==> src/rtl/recirc_scheduler_pkg.sv <==
// Shared types and widths for the recirculating lane scheduler.
package recirc_scheduler_pkg;
  localparam int NUM_LANES = 4;
  localparam int LANE_W    = 2;
  localparam int CNT_W     = 8;

  typedef enum logic [1:0] {
    IDLE = 2'd0,
    WARM = 2'd1,
    FWD  = 2'd2
  } state_t;
endpackage

==> src/rtl/recirc_scheduler_arb.sv <==
// Four-lane round-robin arbiter: search starts at ptr and wraps, first requester wins.
module rr_arbiter_4
  import recirc_scheduler_pkg::*;
(
  input  logic [NUM_LANES-1:0] req,
  input  logic [LANE_W-1:0]    ptr,
  output logic [NUM_LANES-1:0] grant,
  output logic [LANE_W-1:0]    grant_idx,
  output logic                 any_grant
);

  logic [LANE_W-1:0] idx;

  always_comb begin
    grant     = '0;
    grant_idx = '0;
    any_grant = 1'b0;
    idx       = '0;
    for (int i = 0; i < NUM_LANES; i++) begin
      idx = ptr + LANE_W'(i);
      if (req[idx] && !any_grant) begin
        any_grant      = 1'b1;
        grant_idx      = idx;
        grant[idx]     = 1'b1;
      end
    end
  end

endmodule

==> src/rtl/recirc_scheduler.sv <==
// Round-robin lane scheduler: granted words are forwarded once the link has been
// active for WARMUP cycles, otherwise they are handed back on the recirculation port.
module recirc_scheduler
  import recirc_scheduler_pkg::*;
#(
  parameter int DATA_W = 32,
  parameter int WARMUP = 4
)
(
  input  logic                        clk_2f,
  input  logic                        reset,
  input  logic                        active,
  input  logic [NUM_LANES-1:0]        req_valid,
  input  logic [NUM_LANES*DATA_W-1:0] req_data,
  output logic [NUM_LANES-1:0]        ack,
  output logic                        valid_out,
  output logic [DATA_W-1:0]           data_out,
  output logic [LANE_W-1:0]           lane_out,
  output logic                        recirc_valid,
  output logic [DATA_W-1:0]           recirc_data,
  output logic [LANE_W-1:0]           recirc_lane,
  output logic [1:0]                  state_out,
  output logic [CNT_W-1:0]            fwd_cnt,
  output logic [CNT_W-1:0]            recirc_cnt
);

  localparam logic [3:0] WARM_LAST = 4'(WARMUP - 1);

  function automatic logic [CNT_W-1:0] sat_inc(input logic [CNT_W-1:0] v, input logic en);
    return (en && (v != {CNT_W{1'b1}})) ? v + 1'b1 : v;
  endfunction

  state_t              state;
  logic [3:0]          warm_cnt;
  logic [LANE_W-1:0]   ptr;
  logic [NUM_LANES-1:0] grant;
  logic [LANE_W-1:0]   grant_idx;
  logic                any_grant;
  logic [DATA_W-1:0]   lane_word [NUM_LANES];
  logic [DATA_W-1:0]   sel_word;

  rr_arbiter_4 u_arb (
    .req       (req_valid),
    .ptr       (ptr),
    .grant     (grant),
    .grant_idx (grant_idx),
    .any_grant (any_grant)
  );

  always_comb begin
    for (int i = 0; i < NUM_LANES; i++) begin
      lane_word[i] = req_data[i*DATA_W +: DATA_W];
    end
  end

  assign sel_word  = lane_word[grant_idx];
  // Reset suppresses the pop so a word offered during reset stays pending.
  assign ack       = reset ? '0 : grant;
  assign state_out = state;

  always_ff @(posedge clk_2f) begin
    if (reset) begin
      state        <= IDLE;
      warm_cnt     <= '0;
      ptr          <= '0;
      valid_out    <= 1'b0;
      data_out     <= '0;
      lane_out     <= '0;
      recirc_valid <= 1'b0;
      recirc_data  <= '0;
      recirc_lane  <= '0;
      fwd_cnt      <= '0;
      recirc_cnt   <= '0;
    end else begin
      fwd_cnt      <= sat_inc(fwd_cnt, valid_out);
      recirc_cnt   <= sat_inc(recirc_cnt, recirc_valid);
      // Routing follows the state seen in the ack cycle, not the next one.
      valid_out    <= any_grant && (state == FWD);
      recirc_valid <= any_grant && (state != FWD);
      if (any_grant) begin
        ptr <= grant_idx + 1'b1;
        if (state == FWD) begin
          data_out <= sel_word;
          lane_out <= grant_idx;
        end else begin
          recirc_data <= sel_word;
          recirc_lane <= grant_idx;
        end
      end

      // warm_cnt counts consecutive active cycles, including the one that left IDLE.
      case (state)
        IDLE: begin
          if (active) begin
            state    <= WARM;
            warm_cnt <= 4'd1;
          end
        end
        WARM: begin
          if (!active) begin
            state    <= IDLE;
            warm_cnt <= '0;
          end else if (warm_cnt >= WARM_LAST) begin
            state <= FWD;
          end else begin
            warm_cnt <= warm_cnt + 1'b1;
          end
        end
        FWD: begin
          if (!active) begin
            state    <= IDLE;
            warm_cnt <= '0;
          end
        end
        default: begin
          state    <= IDLE;
          warm_cnt <= '0;
        end
      endcase
    end
  end

endmodule

==> config.mk <==
export PLATFORM = sky130hd
export DESIGN_NAME = recirc_scheduler
export DESIGN_NICKNAME = d
export VERILOG_FILES = /design/src/rtl/recirc_scheduler_pkg.sv /design/src/rtl/recirc_scheduler_arb.sv /design/src/rtl/recirc_scheduler.sv
export SDC_FILE = /design/constraint.sdc
export NUM_CORES = 1
export LEC_CHECK = 0
export ABC_CLOCK_PERIOD_IN_PS = 4200
export CORE_ASPECT_RATIO = 0.9
export CORE_MARGIN = 5
export CORE_UTILIZATION = 43
export CTS_CLUSTER_DIAMETER = 100
export CTS_CLUSTER_SIZE = 40
export DETAILED_ROUTE_END_ITERATION = 8
export PLACE_DENSITY = 0.82
export SYNTH_ARGS = -nofsm -noshare
export SYNTH_HDL_FRONTEND = slang
export SYNTH_SLANG_ARGS = --single-unit
==> constraint.sdc <==
create_clock -name clk_2f -period 4.2 [get_ports clk_2f]
set_clock_uncertainty 0.05 [all_clocks]
set_input_delay 0.84 -clock clk_2f [delete_from_list [all_inputs] [get_ports clk_2f]]
set_output_delay 0.84 -clock clk_2f [all_outputs]
set_load 0.01 [all_outputs]
* Word-level counts from Yosys, hierarchy flattened *
Cells that the tools add are included.
Widths: inputs -> output; s select.

word-level totals
  logic and storage cells = 103
  output and inout port bits = 92
  register bits = 94
  bits of input ports = 135

cells by class
  $lt $le $gt $ge = 10
  reduce and logical (&&, ||, !) cells = 19
  equal/unequal tests = 9
  add/subtract/negate cells = 7
  bitwise operators = 5
  multiplexer cells = 42

operators by type and width
  operator             count
  $bmux 32 s2          1
  $mux 32              2
  $mux 4               9
  $add 8x1->8 const B  2
  $mux 2               8
  $ne 8x8->1 const B   2
  $lt 2x3->1 const B   4
  $mux 1               12
  $or 4x4->4           3
  $pmux 4 s3           1
  $logic_and 1x1->1    11
  $bmux 1 s2           4
  $demux 1 s2          4
  $ge 2x1->1 const B   4
  $ne 2x2->1 const B   3
  $ne 3x3->1 const B   2
  $pmux 2 s3           1
  $reduce_and 3->1     2
  $add 2x1->2 const B  2
  $add 2x2->2 const B  2
  $add 4x1->4 const B  1
  $ge 4x2->1 const B   1
  $reduce_and 2->1     2
  $ge 3x3->1 const B   1
  other kinds (6)      8

* Longest topological paths before layout *
Gate-level depths: netlist of run 1.

  depth in word-level cells = 16
  mapped depth = 13
  depth with buffers taken out = 8

* By module *
From an unflattened synthesis of run 1, not the netlist that was laid out.

second synthesis, totals
  cell total of the unflattened synthesis = 391
  area, all modules = 4,614.4 um^2

by module, submodules not included
  module            area an instance (um^2)  sequential area each (um^2)  times used  cells an instance
  recirc_scheduler  4,195.3                  1,881.8                      1           346
  rr_arbiter_4      419.2                    0.0                          1           45

* Least setup slack after synthesis of run 1 *
OpenSTA, ideal clock, no wires.

  path type = register to output
  from = register ptr[0]
  to = output ack[0]
  arrival time = 2.449 ns
  stages on the path, launching flop included = 10
  path slack = 0.861 ns
  buffers on the path = 2
  data required time = 3.310 ns
  cells stage by stage = dfxtp_1 > buf_6 > inv_1 > ha_1 > clkbuf_1 > mux4_2 > or3_1 > and2b_1 > nand2_1 > a21oi_1

between the ends
  word-level cells in the longest chain between the ends = 13
  elaborated cells between the ends (all ways) = 48
  classes of those cells = add/sub: 3; order compare: 8; mux: 24; bitwise: 3; reduce/logical: 10

ends and longest elaborated chain
  what                                                                 line                        source
  start, declared                                                      recirc_scheduler.sv:35      logic [LANE_W-1:0] ptr;
  start signal, assigned                                               recirc_scheduler.sv:81      ptr <= grant_idx + 1'b1;
  parallel branches: the longest is 11 deep, another holds $lt 2x3->1  n/a
  $mux 4 *                                                             recirc_scheduler_arb.sv:21  if (req[idx] && !any_grant) begin
  $mux 4 *                                                             recirc_scheduler.sv:58      assign ack = reset ? '0 : grant;
  end, declared                                                        recirc_scheduler.sv:15      output logic [NUM_LANES-1:0] ack,

Mark *: on every way between the ends. The select of a mux whose other input is x is not followed.

* Worst setup path after layout of run 1 *
  from = input req_valid[2]
  to = output ack[2]

between the ends
  word-level cells in the longest chain between the ends = 13
  elaborated cells between the ends (all ways) = 25
  classes of those cells = mux: 16; bitwise: 3; reduce/logical: 6

ends and longest elaborated chain
  what                          line                        source
  start, declared               recirc_scheduler.sv:13      input logic [NUM_LANES-1:0] req_valid,
  $bmux 1 s2                    recirc_scheduler_arb.sv:21
  $mux 1 (not written as such)  recirc_scheduler_arb.sv:21
  $mux 1                        recirc_scheduler_arb.sv:21
  $logic_not 1->1               recirc_scheduler_arb.sv:21
  $logic_and 1x1->1             recirc_scheduler_arb.sv:21
  $mux 1                        recirc_scheduler_arb.sv:21
  $logic_not 1->1               recirc_scheduler_arb.sv:21
  $logic_and 1x1->1             recirc_scheduler_arb.sv:21
  $mux 1                        recirc_scheduler_arb.sv:21
  $logic_not 1->1               recirc_scheduler_arb.sv:21
  $logic_and 1x1->1             recirc_scheduler_arb.sv:21
  $mux 4 *                      recirc_scheduler_arb.sv:21
  $mux 4 *                      recirc_scheduler.sv:58

Mark *: on every way between the ends. The rest lies on a longest branch, timed or not. The select of a mux whose other input is x is not followed.

==> results of run 1 <==
registers in the layout, summed over array words and instances (netlist names):
register,cells
recirc_data,32
recirc_lane,2
state_out,2
recirc_cnt,8
ptr,2
data_out,32
recirc_valid,1
lane_out,2
valid_out,1
warm_cnt,4
fwd_cnt,8
layout make-up:
cell class                 count  area share
clock buffer                  10      0.0290
clock inverter                 5     0.00952
inverter                       8     0.00381
multi-input combinational    439       0.380
sequential                    94       0.239
tap                          160      0.0254
timing repair buffer         251       0.313
how the worst min path moves through the flow:
stage                              start             end  slack (ns)  cells past startpoint
after global placement      data_out[23]    data_out[23]        0.40                      2
after floorplan              warm_cnt[3]     warm_cnt[3]        0.40                      1
after global routing      recirc_data[8]  recirc_data[8]        0.45                      2
after CTS                   data_out[23]    data_out[23]        0.42                      2
final                       data_out[23]    data_out[23]        0.42                      2
after detailed placement    data_out[23]    data_out[23]        0.41                      2
power by group through the flow:
stage | Clock, W | Combinational [W] | Sequential [W]
after CTS | 0.000867 | 0.00188 | 0.00117
after global routing | 0.000905 | 0.00202 | 0.00119
after global placement | 0 | 0.00181 | 0.00118
after floorplan | 0 | 0.00101 | 0.00126
final | 0.000859 | 0.00188 | 0.00117
after detailed placement | 0 | 0.00187 | 0.00119
worst min-delay path, stage by stage (launching register included):
cell,delay [ns]
dfxtp_1,0.32
nand2_1,0.05
o211ai_1,0.07
logic make-up after synthesis:
family / after synthesis / share of synthesized area
AOI/OAI and AO/OA: 207 / 0.273
xor gates and xnor gates: 14 / 0.0238
adders and majority gates: 11 / 0.0267
buffers and inverters: 51 / 0.0578
DFF: 94 / 0.365
muxes: 43 / 0.0954
and+or+nand+nor: 164 / 0.158
metal layers:
layer / vias up / part of all wire
met5: - / 0
met2: 281 / 0.51
met1: 2611 / 0.39
met3: 47 / 0.082
met4: 0 / 0.023
li1: 2603 / -
stage by stage:
stage / setup slack, ns / area (µm²) / std cells / hold WS (ns) / total power (W)
finish: 0.379 / 7890 / 967 / 0.423 / 0.00391
global route: 0.300 / 7890 / 967 / 0.453 / 0.00412
CTS: 0.00799 / 7880 / 967 / 0.424 / 0.00392
detailed placement: 0.0262 / 7570 / 952 / 0.412 / 0.00306
global placement: 0.153 / 7570 / 952 / 0.404 / 0.00299
floorplan: 0.861 / 5150 / 584 / 0.401 / 0.00227
what timing repair did:
item | CTS | global route
endpoints found under the setup margin | 0 | 4
hold buffers | 0 | 0
resized for setup | 0 | 5
buffers inserted | 0 | 0
layout by cell type, fill, tap and decap left out, drive strengths merged, types with 6 or more instances in the layout:
master / count
xor2: 8
nand3: 19
inv: 8
o21ai: 68
and2: 6
clkdlybuf4s50: 222
a221o: 17
xnor2: 6
buf: 25
dfxtp: 94
ha: 11
a21boi: 27
mux2i: 30
nor2: 27
o211ai: 52
nand2: 65
and3: 29
mux2: 9
a21oi: 22
clkbuf: 10
==> results.sh, run 1 <==
export IMPL_dpl_hpwl_mm=13.5
export IMPL_path_clk_slew_ns=0.06
export IMPL_pwr_share_seq=0.300
export IMPL_path_delay_family="simple AND/OR/NAND/NOR gates"
export IMPL_ys_seq_elements=94
export IMPL_yosysMostFrequentCell="dfxtp_1"
export IMPL_setup_viol=0
export IMPL_initial_utilization=0.434
export IMPL_leakage_nw=3.02
export IMPL_worst_setup_path_start_kind="input pin"
export IMPL_critPathBufInv=2
export IMPL_regArea_mm2=0.00188
export IMPL_drcViolationCount=0
export IMPL_multi_input_area_mm2=0.00300
export IMPL_async_reset_ff_frac=0
export IMPL_grt_pass1_vias=5855
export IMPL_reg2reg_slack_ns=0.90
export IMPL_grt_use_met3=0.0768
export IMPL_max_cap_violations=0
export IMPL_path_depth=7
export IMPL_ioPinCount=227
export IMPL_p_comb_frac=0.481
export IMPL_ys_flop_type="dfxtp_1"
export IMPL_drt_iter0_drc=389
export IMPL_syn_inst=584
export IMPL_slowest_delay_ns=0.50
export IMPL_grt_overflow=0
export IMPL_wl_mm=18.3
export IMPL_syn_cell_area_mm2=0.00515
export IMPL_gp_congestion=0.926
export IMPL_dieArea_mm2=0.0143
export IMPL_port_buffer_count=226
export IMPL_cts_sinks=94
export IMPL_ys_top_cells_by_count="dfxtp_1 (94), nand2_1 (65), o21ai_0 (63), o211ai_1 (52), mux2i_1 (30)"
export IMPL_worstPathMaxFanout=4
export IMPL_met2_usage=0.446
export IMPL_use_met1=0.289
export IMPL_grt_max_degree=58
export IMPL_slew_limit_headroom=0.395
export IMPL_fmax_mhz=262
export IMPL_synth_edff_count=0
export IMPL_synth_area_top_cells="dfxtp_1 (37%), o211ai_1 (7.6%), o21ai_0 (6.1%)"
export IMPL_rows=38
export IMPL_power_switching_w=0.00142
export IMPL_yosysUniqueCellTypes=49
export IMPL_critPathCapture="ack[2]"
export IMPL_rr_startpoint="ptr[1]"
export IMPL_startpoint="req_valid[2]"
export IMPL_critical_path_endpoint_type="output port"
export IMPL_via_count=5542
export IMPL_synth_top_area_frac=0.365
export IMPL_slew_viol_final=0
export IMPL_chipWidth_um=125
export IMPL_critPathKind="in2out"
export IMPL_wire_per_inst_um=19.0
export IMPL_yosysWarnings=0
export IMPL_area_delta_synth_final_pct=53.0
export IMPL_utilization=0.664
export IMPL_cts_htree_levels=3
export IMPL_cp_data_required_time_ns=3.31
export IMPL_first_pass_iters=5
export IMPL_hold_viol_final=0
export IMPL_hp_class="reg2reg"
export IMPL_r2r_end="recirc_data[27]"
export IMPL_placeableCoreArea_mm2=0.0119
export IMPL_numCtsBuffers=9
export IMPL_grt_busiest_layer="met2"
export IMPL_synthesis_nets=730
export IMPL_die_y_um=114
export IMPL_p_clk_frac=0.219
export IMPL_clockBufferDepth=2
export IMPL_irDropWorstVdd_mv=0.229
export IMPL_period_minus_slack_ns=3.82
export IMPL_cts_root_buffer="clkbuf_16"
export IMPL_antenna_found_initial=0
export IMPL_finalCritPeriodShare=0.910
export IMPL_critPathArrivalTime_ns=2.93
export IMPL_synth_top_area_cell="dfxtp_1"
export IMPL_worst_pin_slew_ns=0.905
export IMPL_internal_power_w=0.00250
export IMPL_viasPerCell=5.73
export IMPL_antennaDiodeCount=0
export IMPL_yosysSeqAreaShare=0.365
export IMPL_cp_slowest_cell="mux4_2"
export IMPL_antenna_left=0
export IMPL_num_fill_cells=960
export IMPL_track_usage=0.251
export IMPL_syn_area_per_cell_um2=8.82
export IMPL_status="finished, final reports clean"
export IMPL_clkLatencyLatePin_ns=0.35
export IMPL_drive_gt1_frac=0.0805
export IMPL_fin_nets=949
export IMPL_crit_chain="clkdlybuf4s50_1 -> mux4_2 -> or3_1 -> and2b_2 -> nand2_1 -> a21oi_1 -> dlymetal6s2s_1"
export IMPL_fin_setup_tns_ns=0
export IMPL_rsz0062_at_grt="no"
export IMPL_p_per_area_mw_per_mm2=496
export IMPL_switching_share=0.362
export IMPL_cts_tree="yes"
export IMPL_r2r_cells=10
export IMPL_grt_pass1_wl_mm=29.1
Power figures use the tool's default switching activity.
==> run 2: changes to the inputs <==
- RECOVER_POWER: unset -> 50
==> run 2 against run 1 <==
Clock power is essentially flat; cell count is the same; critical path type unchanged; largest cell class unchanged; via count is essentially flat; sequential power is essentially flat; non-clock buffer count is the same; routed wire length is essentially flat; final area is essentially flat; core utilization shrank 0.063 points.
==> results.sh, run 2 (same netlist as run 1, synthesis figures left out) <==
export IMPL_status="finished, final reports clean"
export IMPL_dpl_hpwl_mm=13.5
export IMPL_leakage_nw=3.22
export IMPL_fin_ws_ns=0.382
export IMPL_postCtsSetupBuffers=0
export IMPL_antenna_left=0
export IMPL_gp_congestion=0.926
export IMPL_clkLatencyLatePin_ns=0.35
export IMPL_cts_tree="yes"
export IMPL_internal_power_w=0.00243
export IMPL_irDropWorstVdd_mv=0.230
export IMPL_power_switching_w=0.00142
export IMPL_ioPinCount=227
export IMPL_period_minus_slack_ns=3.82
export IMPL_slew_limit_headroom=0.388
export IMPL_cts_sinks=94
export IMPL_cts_htree_levels=3
export IMPL_pwr_share_seq=0.303
export IMPL_via_count=5541
export IMPL_cp_data_required_time_ns=3.31
export IMPL_num_fill_cells=962
export IMPL_grt_pass1_vias=5855
export IMPL_hp_class="reg2reg"
export IMPL_placeableCoreArea_mm2=0.0119
export IMPL_postPlaceCellArea_mm2=0.00757
export IMPL_drcViolationCount=0
export IMPL_antenna_found_initial=0
export IMPL_layout_commonest_cell="clkdlybuf4s50_1"
export IMPL_cts_root_buffer="clkbuf_16"
export IMPL_drive_gt1_frac=0.0781
export IMPL_numCtsBuffers=9
export IMPL_rows=38
export IMPL_rsz0062_at_grt="no"
export IMPL_area_delta_synth_final_pct=52.9
export IMPL_grt_overflow=0
export IMPL_chipWidth_um=125
export IMPL_dieArea_mm2=0.0143
export IMPL_viasPerCell=5.73
export IMPL_wl_mm=18.3
export IMPL_critPathArrivalTime_ns=2.93
export IMPL_clockBufferDepth=2
export IMPL_path_clk_slew_ns=0.07
export IMPL_hold_viol_final=0
export IMPL_fin_setup_tns_ns=0
export IMPL_die_y_um=114
export IMPL_grt_max_degree=58
export IMPL_track_usage=0.251
export IMPL_slew_viol_final=0
export IMPL_switching_share=0.368
export IMPL_pre_cts_slack_ns=0.0262
export IMPL_max_cap_violations=0
export IMPL_initial_utilization=0.434
export IMPL_drt_iter0_drc=343
export IMPL_p_comb_frac=0.473
export IMPL_antennaDiodeCount=0
export IMPL_p_per_area_mw_per_mm2=489
export IMPL_finalCritPeriodShare=0.909
export IMPL_top_regs="data_out x32, recirc_data x32"
export IMPL_setup_viol=0
export IMPL_worstPathMaxFanout=4
export IMPL_worst_pin_slew_ns=0.915
export IMPL_port_buffer_count=226
export IMPL_fmax_mhz=262
export IMPL_final_area_mm2=0.00788
export IMPL_critPathKind="in2out"
export IMPL_critical_path_endpoint_type="output port"
export IMPL_fin_nets=949
export IMPL_grt_pass1_wl_mm=29.1
export IMPL_final_cell_mix="clkdlybuf4s50_1 (146), dfxtp_1 (94), dlygate4sd3_1 (76), nand2_1 (64), o21ai_0 (62)"
export IMPL_worst_setup_path_start_kind="input pin"
export IMPL_p_clk_frac=0.224
export IMPL_holdWs_ns=0.418
export IMPL_first_pass_iters=5
export IMPL_wire_per_inst_um=19.0
run 2: cell types whose count changed in the layout (fill, tap and decap cells not counted), sizes merged:
cell           delta
clkbuf            +2
buf               -2
dlygate4sd3      +76
clkdlybuf4s50    -76
run 2: path summary, 6_finish.rpt:
path | from | end | slack (ns) | depth (start not counted)
setup / recovery | req_valid[2] | ack[2] | 0.38 | 7
hold / removal | data_out[23] | data_out[23] | 0.42 | 2
setup reg to reg | ptr[1] | recirc_data[27] | 0.90 | 10
hold reg to reg | data_out[23] | data_out[23] | 0.42 | 2
run 2: critical path, cell delays in order:
cell and delay, ns:
clkdlybuf4s50_1 0.48, mux4_2 0.50, or3_1 0.43, and2b_2 0.27
nand2_1 0.07, a21oi_1 0.14, dlymetal6s2s_1 0.19
run 2: area by class of cell:
type,count,area [µm²],area share
multi-input combinational,439,3000,0.381
timing repair buffer,251,2460,0.313
sequential,94,1880,0.239
clock buffer,10,229,0.0291
tap,160,200,0.0254
clock inverter,5,75.1,0.00953
inverter,8,30.0,0.00381
run 2: power groups by stage:
stage,logic (W),clock network [W],registers (W)
final,0.00182,0.000862,0.00117
after global routing,0.00196,0.000905,0.00119
after CTS,0.00188,0.000867,0.00117
after detailed placement,0.00187,0,0.00119
after global placement,0.00181,0,0.00118
after floorplan,0.00101,0,0.00126
run 2: what timing repair did:
item                       4_1_cts  5_1_grt
resized for setup                0        5
setup endpoints to repair        0        4
hold buffers                     0        0
run 2: per-layer routing:
metal  GRT usage  wire length, µm  vias to the layer above
li1            -                -                     2604
met1       0.289             7190                     2615
met2       0.446             9300                      279
met3      0.0768             1450                       43
met4      0.0853              398                        0
met5           0                0                        -
run 2: metrics by stage:
step,util,cells,total power (W)
floorplan,-,584,0.00227
global placement,0.637,952,0.00299
detailed placement,0.637,952,0.00306
CTS,0.663,967,0.00392
global route,0.663,967,0.00405
finish,0.663,967,0.00385
